===== src/rtl/count_frame_pkg.sv =====
`default_nettype none
// +------------------------------------------------------------------+
// | count_frame_pkg: frame layout constants and output FSM encoding   |
// | Rev 1.0                                                           |
// +------------------------------------------------------------------+
package count_frame_pkg;

    localparam logic [7:0] FRAME_MAGIC   = 8'hC5;
    localparam int         FRAME_WORDS   = 3;
    localparam int         HDR_MAGIC_LSB = 24;
    localparam int         HDR_DROP_BIT  = 16;
    localparam int         HDR_SEQ_LSB   = 0;

    localparam logic [1:0] ST_IDLE  = 2'd0;
    localparam logic [1:0] ST_HDR   = 2'd1;
    localparam logic [1:0] ST_PCNT  = 2'd2;
    localparam logic [1:0] ST_PUCNT = 2'd3;

    function automatic logic [31:0] make_header(input logic drop_flag, input logic [15:0] seq);
        logic [31:0] w;
        w = '0;
        w[HDR_MAGIC_LSB +: 8] = FRAME_MAGIC;
        w[HDR_DROP_BIT]       = drop_flag;
        w[HDR_SEQ_LSB +: 16]  = seq;
        return w;
    endfunction

endpackage
`default_nettype wire


===== src/rtl/result_fifo.sv =====
`default_nettype none
// +------------------------------------------------------------------+
// | result_fifo: single-clock FIFO with head and head+1 read ports    |
// | Rev 1.0                                                           |
// +------------------------------------------------------------------+
module result_fifo #(
    parameter int WIDTH = 49,
    parameter int DEPTH = 8
) (
    input  logic                     clk,
    input  logic                     rst,
    input  logic                     push_i,
    input  logic                     pop_i,
    input  logic [WIDTH-1:0]         wdata_i,
    output logic [WIDTH-1:0]         rdata_o,
    output logic [WIDTH-1:0]         rnext_o,
    output logic                     full_o,
    output logic                     empty_o,
    output logic [$clog2(DEPTH):0]   level_o
);
    localparam int AW = $clog2(DEPTH);
    localparam int LW = AW + 1;

    logic [WIDTH-1:0] mem_q [DEPTH];
    logic [AW-1:0]    wr_ptr_q;
    logic [AW-1:0]    rd_ptr_q;
    logic [LW-1:0]    level_q;
    logic             w_push;
    logic             w_pop;

    assign empty_o = (level_q == '0);
    assign full_o  = (level_q == LW'(DEPTH));
    assign w_pop   = pop_i && !empty_o;
    assign w_push  = push_i && (!full_o || w_pop);
    assign rdata_o = mem_q[rd_ptr_q];
    assign rnext_o = mem_q[rd_ptr_q + AW'(1)];
    assign level_o = level_q;

    always_ff @(posedge clk) begin
        if (w_push) begin
            mem_q[wr_ptr_q] <= wdata_i;
        end
    end

    always_ff @(posedge clk or posedge rst) begin
        if (rst) begin
            wr_ptr_q <= '0;
            rd_ptr_q <= '0;
            level_q  <= '0;
        end else begin
            if (w_push) wr_ptr_q <= wr_ptr_q + AW'(1);
            if (w_pop)  rd_ptr_q <= rd_ptr_q + AW'(1);
            case ({w_push, w_pop})
                2'b10:   level_q <= level_q + LW'(1);
                2'b01:   level_q <= level_q - LW'(1);
                default: level_q <= level_q;
            endcase
        end
    end

endmodule
`default_nettype wire


===== src/rtl/count_result_framer.sv =====
`default_nettype none
// +------------------------------------------------------------------+
// | count_result_framer: tags window results with a sequence number,  |
// | buffers them and streams 3-word frames.  Rev 1.0                  |
// +------------------------------------------------------------------+
module count_result_framer
    import count_frame_pkg::*;
#(
    parameter int COUNTER_WIDTH = 16,
    parameter int FIFO_DEPTH    = 8,
    parameter int SEQ_WIDTH     = 16
) (
    input  logic                          clk,
    input  logic                          rst,
    input  logic                          count_valid,
    input  logic [COUNTER_WIDTH-1:0]      pulse_count,
    input  logic [COUNTER_WIDTH-1:0]      pileup_count,
    input  logic                          window_active,
    output logic [31:0]                   m_data,
    output logic                          m_valid,
    output logic                          m_last,
    input  logic                          m_ready,
    output logic [$clog2(FIFO_DEPTH):0]   fifo_level,
    output logic [15:0]                   drop_count
);
    localparam int LW       = $clog2(FIFO_DEPTH) + 1;
    localparam int EW       = 1 + SEQ_WIDTH + 2*COUNTER_WIDTH;
    localparam int PU_LSB   = 0;
    localparam int PC_LSB   = COUNTER_WIDTH;
    localparam int SEQ_LSB  = 2*COUNTER_WIDTH;
    localparam int DROP_BIT = EW - 1;

    logic                 win_q;
    logic [SEQ_WIDTH-1:0] seq_q, seq_d;
    logic                 drop_pending_q, drop_pending_d;
    logic [15:0]          drop_count_q, drop_count_d;
    logic [1:0]           state_q, state_d;
    logic [31:0]          m_data_q, m_data_d;
    logic                 m_valid_q, m_valid_d;
    logic                 m_last_q, m_last_d;

    logic                 w_win_rise;
    logic [SEQ_WIDTH-1:0] w_seq_cur;
    logic                 w_hs, w_push, w_pop, w_full, w_empty, w_more;
    logic [EW-1:0]        w_wentry, w_rdata, w_rnext, w_next_src;
    logic [LW-1:0]        w_level;

    result_fifo #(.WIDTH(EW), .DEPTH(FIFO_DEPTH)) u_fifo (
        .clk     (clk),
        .rst     (rst),
        .push_i  (w_push),
        .pop_i   (w_pop),
        .wdata_i (w_wentry),
        .rdata_o (w_rdata),
        .rnext_o (w_rnext),
        .full_o  (w_full),
        .empty_o (w_empty),
        .level_o (w_level)
    );

    always_comb begin
        w_win_rise = window_active && !win_q;
        w_seq_cur  = w_win_rise ? '0 : seq_q;
        w_hs       = m_valid_q && m_ready;
        w_pop      = (state_q == ST_PUCNT) && w_hs;
        w_push     = count_valid && (!w_full || w_pop);
        w_wentry   = {drop_pending_q, w_seq_cur, pulse_count, pileup_count};
        // Next header after a pop: head+1 if queued, else the entry being written now.
        w_more     = (w_level > LW'(1)) || w_push;
        w_next_src = (w_level > LW'(1)) ? w_rnext : w_wentry;

        seq_d = seq_q;
        if (count_valid)     seq_d = w_seq_cur + SEQ_WIDTH'(1);
        else if (w_win_rise) seq_d = '0;

        drop_pending_d = drop_pending_q;
        drop_count_d   = drop_count_q;
        if (w_push) begin
            drop_pending_d = 1'b0;
        end else if (count_valid) begin
            drop_pending_d = 1'b1;
            if (drop_count_q != 16'hFFFF) drop_count_d = drop_count_q + 16'd1;
        end

        state_d   = state_q;
        m_data_d  = m_data_q;
        m_valid_d = m_valid_q;
        m_last_d  = m_last_q;
        case (state_q)
            ST_IDLE: if (!w_empty) begin
                m_data_d  = make_header(w_rdata[DROP_BIT], 16'(w_rdata[SEQ_LSB +: SEQ_WIDTH]));
                m_valid_d = 1'b1;
                m_last_d  = 1'b0;
                state_d   = ST_HDR;
            end
            ST_HDR: if (w_hs) begin
                m_data_d = 32'(w_rdata[PC_LSB +: COUNTER_WIDTH]);
                state_d  = ST_PCNT;
            end
            ST_PCNT: if (w_hs) begin
                m_data_d = 32'(w_rdata[PU_LSB +: COUNTER_WIDTH]);
                m_last_d = 1'b1;
                state_d  = ST_PUCNT;
            end
            ST_PUCNT: if (w_hs) begin
                m_last_d = 1'b0;
                if (w_more) begin
                    m_data_d = make_header(w_next_src[DROP_BIT],
                                           16'(w_next_src[SEQ_LSB +: SEQ_WIDTH]));
                    state_d  = ST_HDR;
                end else begin
                    m_valid_d = 1'b0;
                    state_d   = ST_IDLE;
                end
            end
            default: state_d = ST_IDLE;
        endcase
    end

    always_ff @(posedge clk or posedge rst) begin
        if (rst) begin
            win_q          <= 1'b0;
            seq_q          <= '0;
            drop_pending_q <= 1'b0;
            drop_count_q   <= '0;
            state_q        <= ST_IDLE;
            m_data_q       <= '0;
            m_valid_q      <= 1'b0;
            m_last_q       <= 1'b0;
        end else begin
            win_q          <= window_active;
            seq_q          <= seq_d;
            drop_pending_q <= drop_pending_d;
            drop_count_q   <= drop_count_d;
            state_q        <= state_d;
            m_data_q       <= m_data_d;
            m_valid_q      <= m_valid_d;
            m_last_q       <= m_last_d;
        end
    end

    assign m_data     = m_data_q;
    assign m_valid    = m_valid_q;
    assign m_last     = m_last_q;
    assign fifo_level = w_level;
    assign drop_count = drop_count_q;

endmodule
`default_nettype wire


===== config.mk =====
export PLATFORM = sky130hd
export DESIGN_NAME = count_result_framer
export DESIGN_NICKNAME = d
export VERILOG_FILES = /design/src/rtl/count_frame_pkg.sv /design/src/rtl/result_fifo.sv /design/src/rtl/count_result_framer.sv
export SDC_FILE = /design/constraint.sdc
export NUM_CORES = 1
export LEC_CHECK = 0
export ABC_AREA = 1
export CORE_UTILIZATION = 55
export DETAILED_ROUTE_END_ITERATION = 8
export PLACE_DENSITY = 0.79
export SYNTH_ARGS = -nofsm -noshare
export SYNTH_HDL_FRONTEND = slang
export SYNTH_SLANG_ARGS = --single-unit

===== constraint.sdc =====
create_clock -name clk -period 4.1 [get_ports clk]
set_clock_uncertainty 0.1 [all_clocks]
set_input_delay 0.41 -clock clk [delete_from_list [all_inputs] [get_ports clk]]
set_output_delay 0.41 -clock clk [all_outputs]
set_load 0.02 [all_outputs]

==> summary.txt, run 1 <==
Global routing
  – GRT overflow: 0
  – Total GRT Usage: around 28%
  – Initial antenna violation count: 0
  – Largest net degree at the start of global routing: around 160
  – Vias in the first global route: approximately 15000
  – GR Util met2: a little under half
  – GR Layer Usage met3: 5.869%
  – First-pass GRT wire length: roughly 80 mm
  – M1 GR Usage: between 30 and 40%
  – GR peak layer: met2

Clock network
  – CTS Buf Count: 46
  – Sink Count: between 400 and 500
  – CTS tree: yes
  – CTS resizes: 0
  – CTS Hold Bufs: 1
  – CTS H-tree depth: 2
  – Root Buffer: clkbuf_16
  – Setup bufs post-CTS: 0
  – CTS Buffer Depth: 3
  – Clock transition at path regs: roughly 0.060 ns
  – Skew-Pair Late Insertion Delay: between 0.5 and 0.6 ns

Timing
  – Worst slew pin tran: roughly 1.2 ns
  – Final setup margin: 1.085 ns
  – Post-layout minimum cycle time: approximately 3.0 ns
  – Final Hold Viols: 0
  – Fmax achieved: 0.3316 GHz
  – Final Max Tran Viols: 0
  – Period utilisation layout: between 70% and 80%
  – RSZ-0062 raised after global routing: no
  – Final setup violation count: 0
  – Max-Slew Margin vs Limit: between 20% and 30%
  – Hold slack: between 0.2 and 0.3 ns

Logic synthesis
  – Mean Syn Cell Area: roughly 10 um2
  – Cell area after synthesis: roughly 21000 um2
  – Top post-synthesis cells by area: edfxtp_1 57%, nand2_1 12%, dfrtp_1 7.9%
  – Seq/Total Area, Yosys: 64.57%
  – Synth top area share: 56.62%
  – Synth Warn #: 0
  – Cell taking the most area after synthesis: edfxtp_1
  – Seq cells post-synth: ~460
  – Post-synthesis instance total: 2096
  – Yosys cell types: 37

Die
  – IO Count: between 90 and 100
  – Total core area: 36870 um2
  – Rows: 70
  – Die Height: just under 200 um
  – Initial Util: 56.38%
  – Die ar.: between 30000 and 40000 um2
  – Die Wd: approximately 200 um

Placed design
  – IO buf count: just under 80
  – GPL Wtd Cong: about 0.85
  – Post-place instance area: between 20000 and 25000 um2
  – Pre-CTS setup slack: between 0.9 and 1 ns
  – Hpwl dp: 31.22 mm

Power and ir drop
  – Leakage power: between 9 and 10 nW
  – P per Cell Area: 741.4 nW/um2
  – Peak supply drop: 568.4 uV
  – Total power: ~17 mW

Run
  – Max cap viols: 0

Worst setup path
  – Crit path arrival time: about 3.4 ns
  – Crit Path Max Fanout: 92
  – Slowest stage delay, CP: 0.88 ns
  – Critical Path Sink Type: flop
  – Worst path cell trace: buf_4 > o21ai_0 > o22ai_1 > nor2_1 > nor2_1 > nor2_1 > a21oi_1
  – Crit start category: flop
  – CP max stage cell: buf_4
  – WS Path Type: flop to flop
  – Most frequent CP cell: nor2_1
  – Critical Path RT: between 4 and 5 ns

Finish
  – Filler cells: roughly 2800
  – Layout cell share with drive strength beyond 1: 6.440%
  – Layout Nets: 2190
  – Util after Layout: 63.52%
  – Diode count: 0
  – Area Growth Syn to Fin: 12.67%
  – Final Instance Area: 23420 um2

Route
  – DRC viols: 0
  – Via Count: about 15000
  – 1st-pass router iterations: 6
  – Drt total wl: 52.99 mm
  – Post-DRT Antenna Nets: 0
  – Initial DRC Count: between 1500 and 2000
  – Vias per cell: 5.783
  – Routed wire per std cell: 19.79 um

Worst hold path
  – Min-Delay Path Class: primary input to flop

Status
  – Status: finished clean
## sequential cells by signal, indices dropped and copies added (netlist names)
name and flops:
drop_count 16, drop_pending_q 1, m_data 18, m_last 1
m_valid 1, seq_q 16, state_q 2, u_fifo.level_o 4
u_fifo.mem_q 392, u_fifo.rd_ptr_q 3, u_fifo.wr_ptr_q 3, win_q 1
## cells in the final DEF, fill, tap and decap left out, drive strengths merged, types with 20 or more instances in the layout
master	count
inv	103
nor2	239
nand2	643
o21ai	118
dfrtp	66
edfxtp	392
clkinv	20
nand3	273
xor2	22
clkbuf	60
a21oi	50
clkdlybuf4s50	79
buf	32
## cells by family (layout without fill, tap and decap cells)
| kind of cell | after synthesis | in the layout | share of synthesized area, % |
|---|---|---|---|
| AOI/OAI and AO/OA | 190 | 190 | 4.923 |
| xor gates and xnor gates | 31 | 31 | 1.306 |
| adders and majority gates | 14 | 14 | 0.8426 |
| buffers and inverters | 231 | 299 | 5.056 |
| DFF | 458 | 458 | 64.57 |
| other | 1 | 11 | 0.01804 |
| and+or+nand+nor | 1171 | 1171 | 23.29 |
## Yosys cell counts, drive strengths merged
cell type,number
nand2,643
edfxtp,392
nand3,273
nor2,239
o21ai,118
inv,103
buf,88
dfrtp,66
a21oi,50
clkbuf,39
xor2,22
ha,14
o211ai,11
o22ai,10
xnor2,9
nor3,8
nand4,4
and3b,1
clkinv,1
conb,1
nand3b,1
nor4,1
o31ai,1
or2,1
## final timing paths
path,endpoint,slack [ns],depth (start not counted),from
min in group asynchronous,drop_count[4]$_DFFE_PP0P_,0.56,3,rst
min reg2reg,seq_q[3]$_DFF_PP0_,0.40,1,seq_q[3]$_DFF_PP0_
max,m_data[5]$_DFFE_PP0P_,1.08,7,u_fifo.rd_ptr_q[1]$_DFFE_PP0P_
max reg2reg,m_data[5]$_DFFE_PP0P_,1.08,7,u_fifo.rd_ptr_q[1]$_DFFE_PP0P_
max in group asynchronous,m_data[0]$_DFFE_PP0P_,2.57,4,rst
min,win_q$_DFF_PP0_,0.26,1,window_active
## power by group
part / switching [mW] / internal (mW)
Sequential: 0.464 / 5.91
Clock: 1.73 / 2.19
Combinational: 4.91 / 2.15
## area by class of cell
class | count | area, um2 | share of cell area [%]
Clock buffer | 60 | 1204 | 5.139
Timing Repair Buffer | 112 | 1179 | 5.032
Sequential cell | 458 | 13430 | 57.34
Multi-Input combinational cell | 1417 | 6412 | 27.38
Inverter | 104 | 395.4 | 1.688
Clock inverter | 23 | 170.2 | 0.7265
Tap cell | 504 | 630.6 | 2.692
## routing by layer
metal | part of all wire [%] | routed length, um | vias to the layer above
li1 | - | - | 7117
met1 | 38 | 20200 | 7311
met2 | 47 | 25000 | 896
met3 | 10 | 5431 | 163
met4 | 4.4 | 2350 | 0
met5 | 0 | 0 | -
## metrics by stage
stage,setup TNS [ns],instances
2_1_floorplan,-13.35,2106
3_3_place_gp,0,2594
3_5_place_dp,0,2594
4_1_cts,0,2678
5_1_grt,0,2678
6_report,0,2678
## critical path: cells and delay by family (launching register included)
family / cells / cell delay (ns)
buffers and inverters: 1 / 0.88
DFF: 1 / 0.82
AOI/OAI and AO/OA: 3 / 0.71
and+or+nand+nor: 3 / 0.24
No activity file was read; power rests on OpenSTA's default activity.
==> run 2, diff against run 1 <==
CORE_UTILIZATION = 60   (was 55)
PLACE_DENSITY = 0.82   (was 0.79)
clock period = 3 ns   (was 4.1 ns; I/O delays follow)
==> run 2 against run 1 <==
Critical path depth increased by 3. Final cell count decreased by 1.6%. First-iteration DRC count increased by 7.6%. Highest routed layer unchanged. Flip-flop and latch count unchanged. Largest cell class unchanged.
==> summary.txt, run 2 (synthesis results as in run 1) <==
Status
  – Status: finished clean

Finish
  – Area Growth Syn to Fin: 13.81%
  – Final Instance Area: 23660 um2 (+1.0%)
  – Multi-input logic area: 6412 um2 (unchanged)
  – Commonest non-fill, non-tap cell in the layout: nand2_1
  – Storage cell area: 13430 um2 (unchanged)
  – Reg with most FFs: u_fifo.mem_q
  – Util after Layout: 70.03% (+6.5 points)
  – Diode count: 0 (unchanged)
  – Filler cells: 2357 (-15%)
  – Layout cell share with drive strength beyond 1: 7.313% (+0.87 points)
  – Max reg flops: 392 (unchanged)
  – Layout Nets: 2202 (+0.55%)
  – Commonest non-fill, non-tap cells in the layout: 637 x nand2_1, 392 x edfxtp_1, 271 x nand3_1

Global routing
  – GRT overflow: 0 (unchanged)
  – Total GRT Usage: 30.66% (+2.6 points)
  – Initial antenna violation count: 0 (unchanged)
  – First-pass GRT wire length: 83.54 mm (+1.4%)
  – Vias in the first global route: 15420 (+1.2%)
  – Largest net degree at the start of global routing: 141 (-13%)

Route
  – Drt total wl: 53.67 mm (+1.3%)
  – DRC viols: 0 (unchanged)
  – Vias per cell: 5.992 (+3.6%)
  – 1st-pass router iterations: 8 (+2)
  – Initial DRC Count: 2116 (+7.6%)
  – Routed wire per std cell: 20.36 um (+2.9%)
  – Via Count: 15800 (+2.0%)
  – Post-DRT Antenna Nets: 0 (unchanged)

Worst setup path
  – WS Path Type: flop to flop
  – R2R setup slack: 0.38 ns (-0.71 ns)
  – Critical Path RT: 3.13 ns (-1.36 ns)
  – Crit path arrival time: 2.75 ns (-0.66 ns)
  – Crit start category: flop
  – Critical Path Sink Type: flop
  – Crit Path Max Fanout: 49 (-47%)

Timing
  – Final setup margin: 0.3752 ns (-0.7095 ns)
  – Period utilisation layout: 87.49% (+14 points)
  – Final Max Tran Viols: 0 (unchanged)
  – Fin Setup TNS: 0 ns (unchanged)
  – Fmax achieved: 0.3810 GHz (+15%)
  – Final setup violation count: 0 (unchanged)
  – Post-layout minimum cycle time: 2.625 ns (-0.3905 ns)
  – Worst slew pin tran: 0.7797 ns (-0.3763 ns)
  – RSZ-0062 raised after global routing: no
  – Final Hold Viols: 0 (unchanged)
  – Max-Slew Margin vs Limit: 48.02% (+25 points)

Placed design
  – Post-place instance area: 22160 um2 (+0.56%)
  – GPL Wtd Cong: 0.8617 (+0.97%)
  – IO buf count: 79 (unchanged)
  – Hpwl dp: 31.94 mm (+2.3%)
  – Pre-CTS setup slack: 0.3156 ns (-0.6054 ns)

Die
  – Rows: 67 (-4.3%)
  – Die ar.: 35400 um2 (-8.2%)
  – Total core area: 33780 um2 (-8.4%)
  – Die Wd: 188.1 um (-4.2%)
  – IO Count: 91 (unchanged)
  – Die Height: 188.1 um (-4.2%)
  – Initial Util: 61.53% (+5.2 points)

Clock network
  – CTS Buf Count: 45 (-2.2%)
  – CTS H-tree depth: 2 (unchanged)
  – Setup bufs post-CTS: 0 (unchanged)
  – Root Buffer: clkbuf_16
  – CTS Buffer Depth: 3 (unchanged)
  – CTS tree: yes
  – CTS resizes: 0 (unchanged)
  – Sink Count: 458 (unchanged)
  – Skew-Pair Late Insertion Delay: 0.56 ns (-0.03 ns)
  – CTS Hold Bufs: 0 (-1)
  – Clock transition at path regs: 0.06 ns (about the same)

Power and ir drop
  – P per Cell Area: 1031 nW/um2 (+39%)
  – Total power: 24.38 mW (+40%)
  – Peak supply drop: 583.3 uV (+2.6%)
  – Leakage power: 9.310 nW (+1.6%)

Run
  – Max cap viols: 0 (unchanged)

Worst hold path
  – Min-Delay Path Class: primary input to asynchronous set/reset pin
-- run 2: critical path: stages, from the launching register on --
cell and delay, ns:
dfrtp_1 0.45, inv_1 0.12, ha_1 0.24, nand2_1 0.08, nand3_2 0.16, nand2_4 0.12, nand2_4 0.08, inv_1 0.15
nand2_1 0.25, nor2_4 0.18, buf_12 0.32
-- run 2: power breakdown --
part	switching (mW)	internal, mW	total [mW]	leakage, nW
clock network	2.39	3.31	5.70	0.727
logic	6.95	3.08	10.0	4.19
registers	0.573	8.08	8.65	4.39
-- run 2: area by class of cell --
cell class	count	share of cell area (%)
Clock buffer	63	5.347
Clock inverter	21	0.9837
Inverter	104	1.671
Multi-Input combinational cell	1417	27.10
Sequential cell	458	56.77
Tap cell	448	2.369
Timing Repair Buffer	125	5.754
-- run 2: per-stage QoR --
step | hold slack, ns | instances
after floorplan | 0.2314 | 2106
after global placement | 0.3830 | 2552
after detailed placement | 0.3845 | 2552
after CTS | 0.06029 | 2636
after global routing | 0.1084 | 2636
final | 0.04354 | 2636
-- run 2: per-layer routing --
layer  GRT usage (%)  up-vias  routed length, um
met5               0        -                  0
met4           12.41        0               1836
met3           5.072      179               5823
met2           50.18     1025              26090
met1           41.03     7445              19920
li1                -     7146                  -
-- run 2: path summary, 6_finish.rpt --
path / start / endpoint / depth (start not counted)
setup / recovery: u_fifo.level_o[0]$_DFFE_PP0P_ / u_fifo.mem_q[5][5]$_DFFE_PP_ / 10
hold / removal: rst / u_fifo.wr_ptr_q[2]$_DFFE_PP0P_ / 2
setup reg to reg: u_fifo.level_o[0]$_DFFE_PP0P_ / u_fifo.mem_q[5][5]$_DFFE_PP_ / 10
hold reg to reg: drop_count[3]$_DFFE_PP0P_ / drop_count[3]$_DFFE_PP0P_ / 1
max in group asynchronous: rst / m_data[16]$_DFFE_PP0P_ / 3
min in group clk: window_active / win_q$_DFF_PP0_ / 1
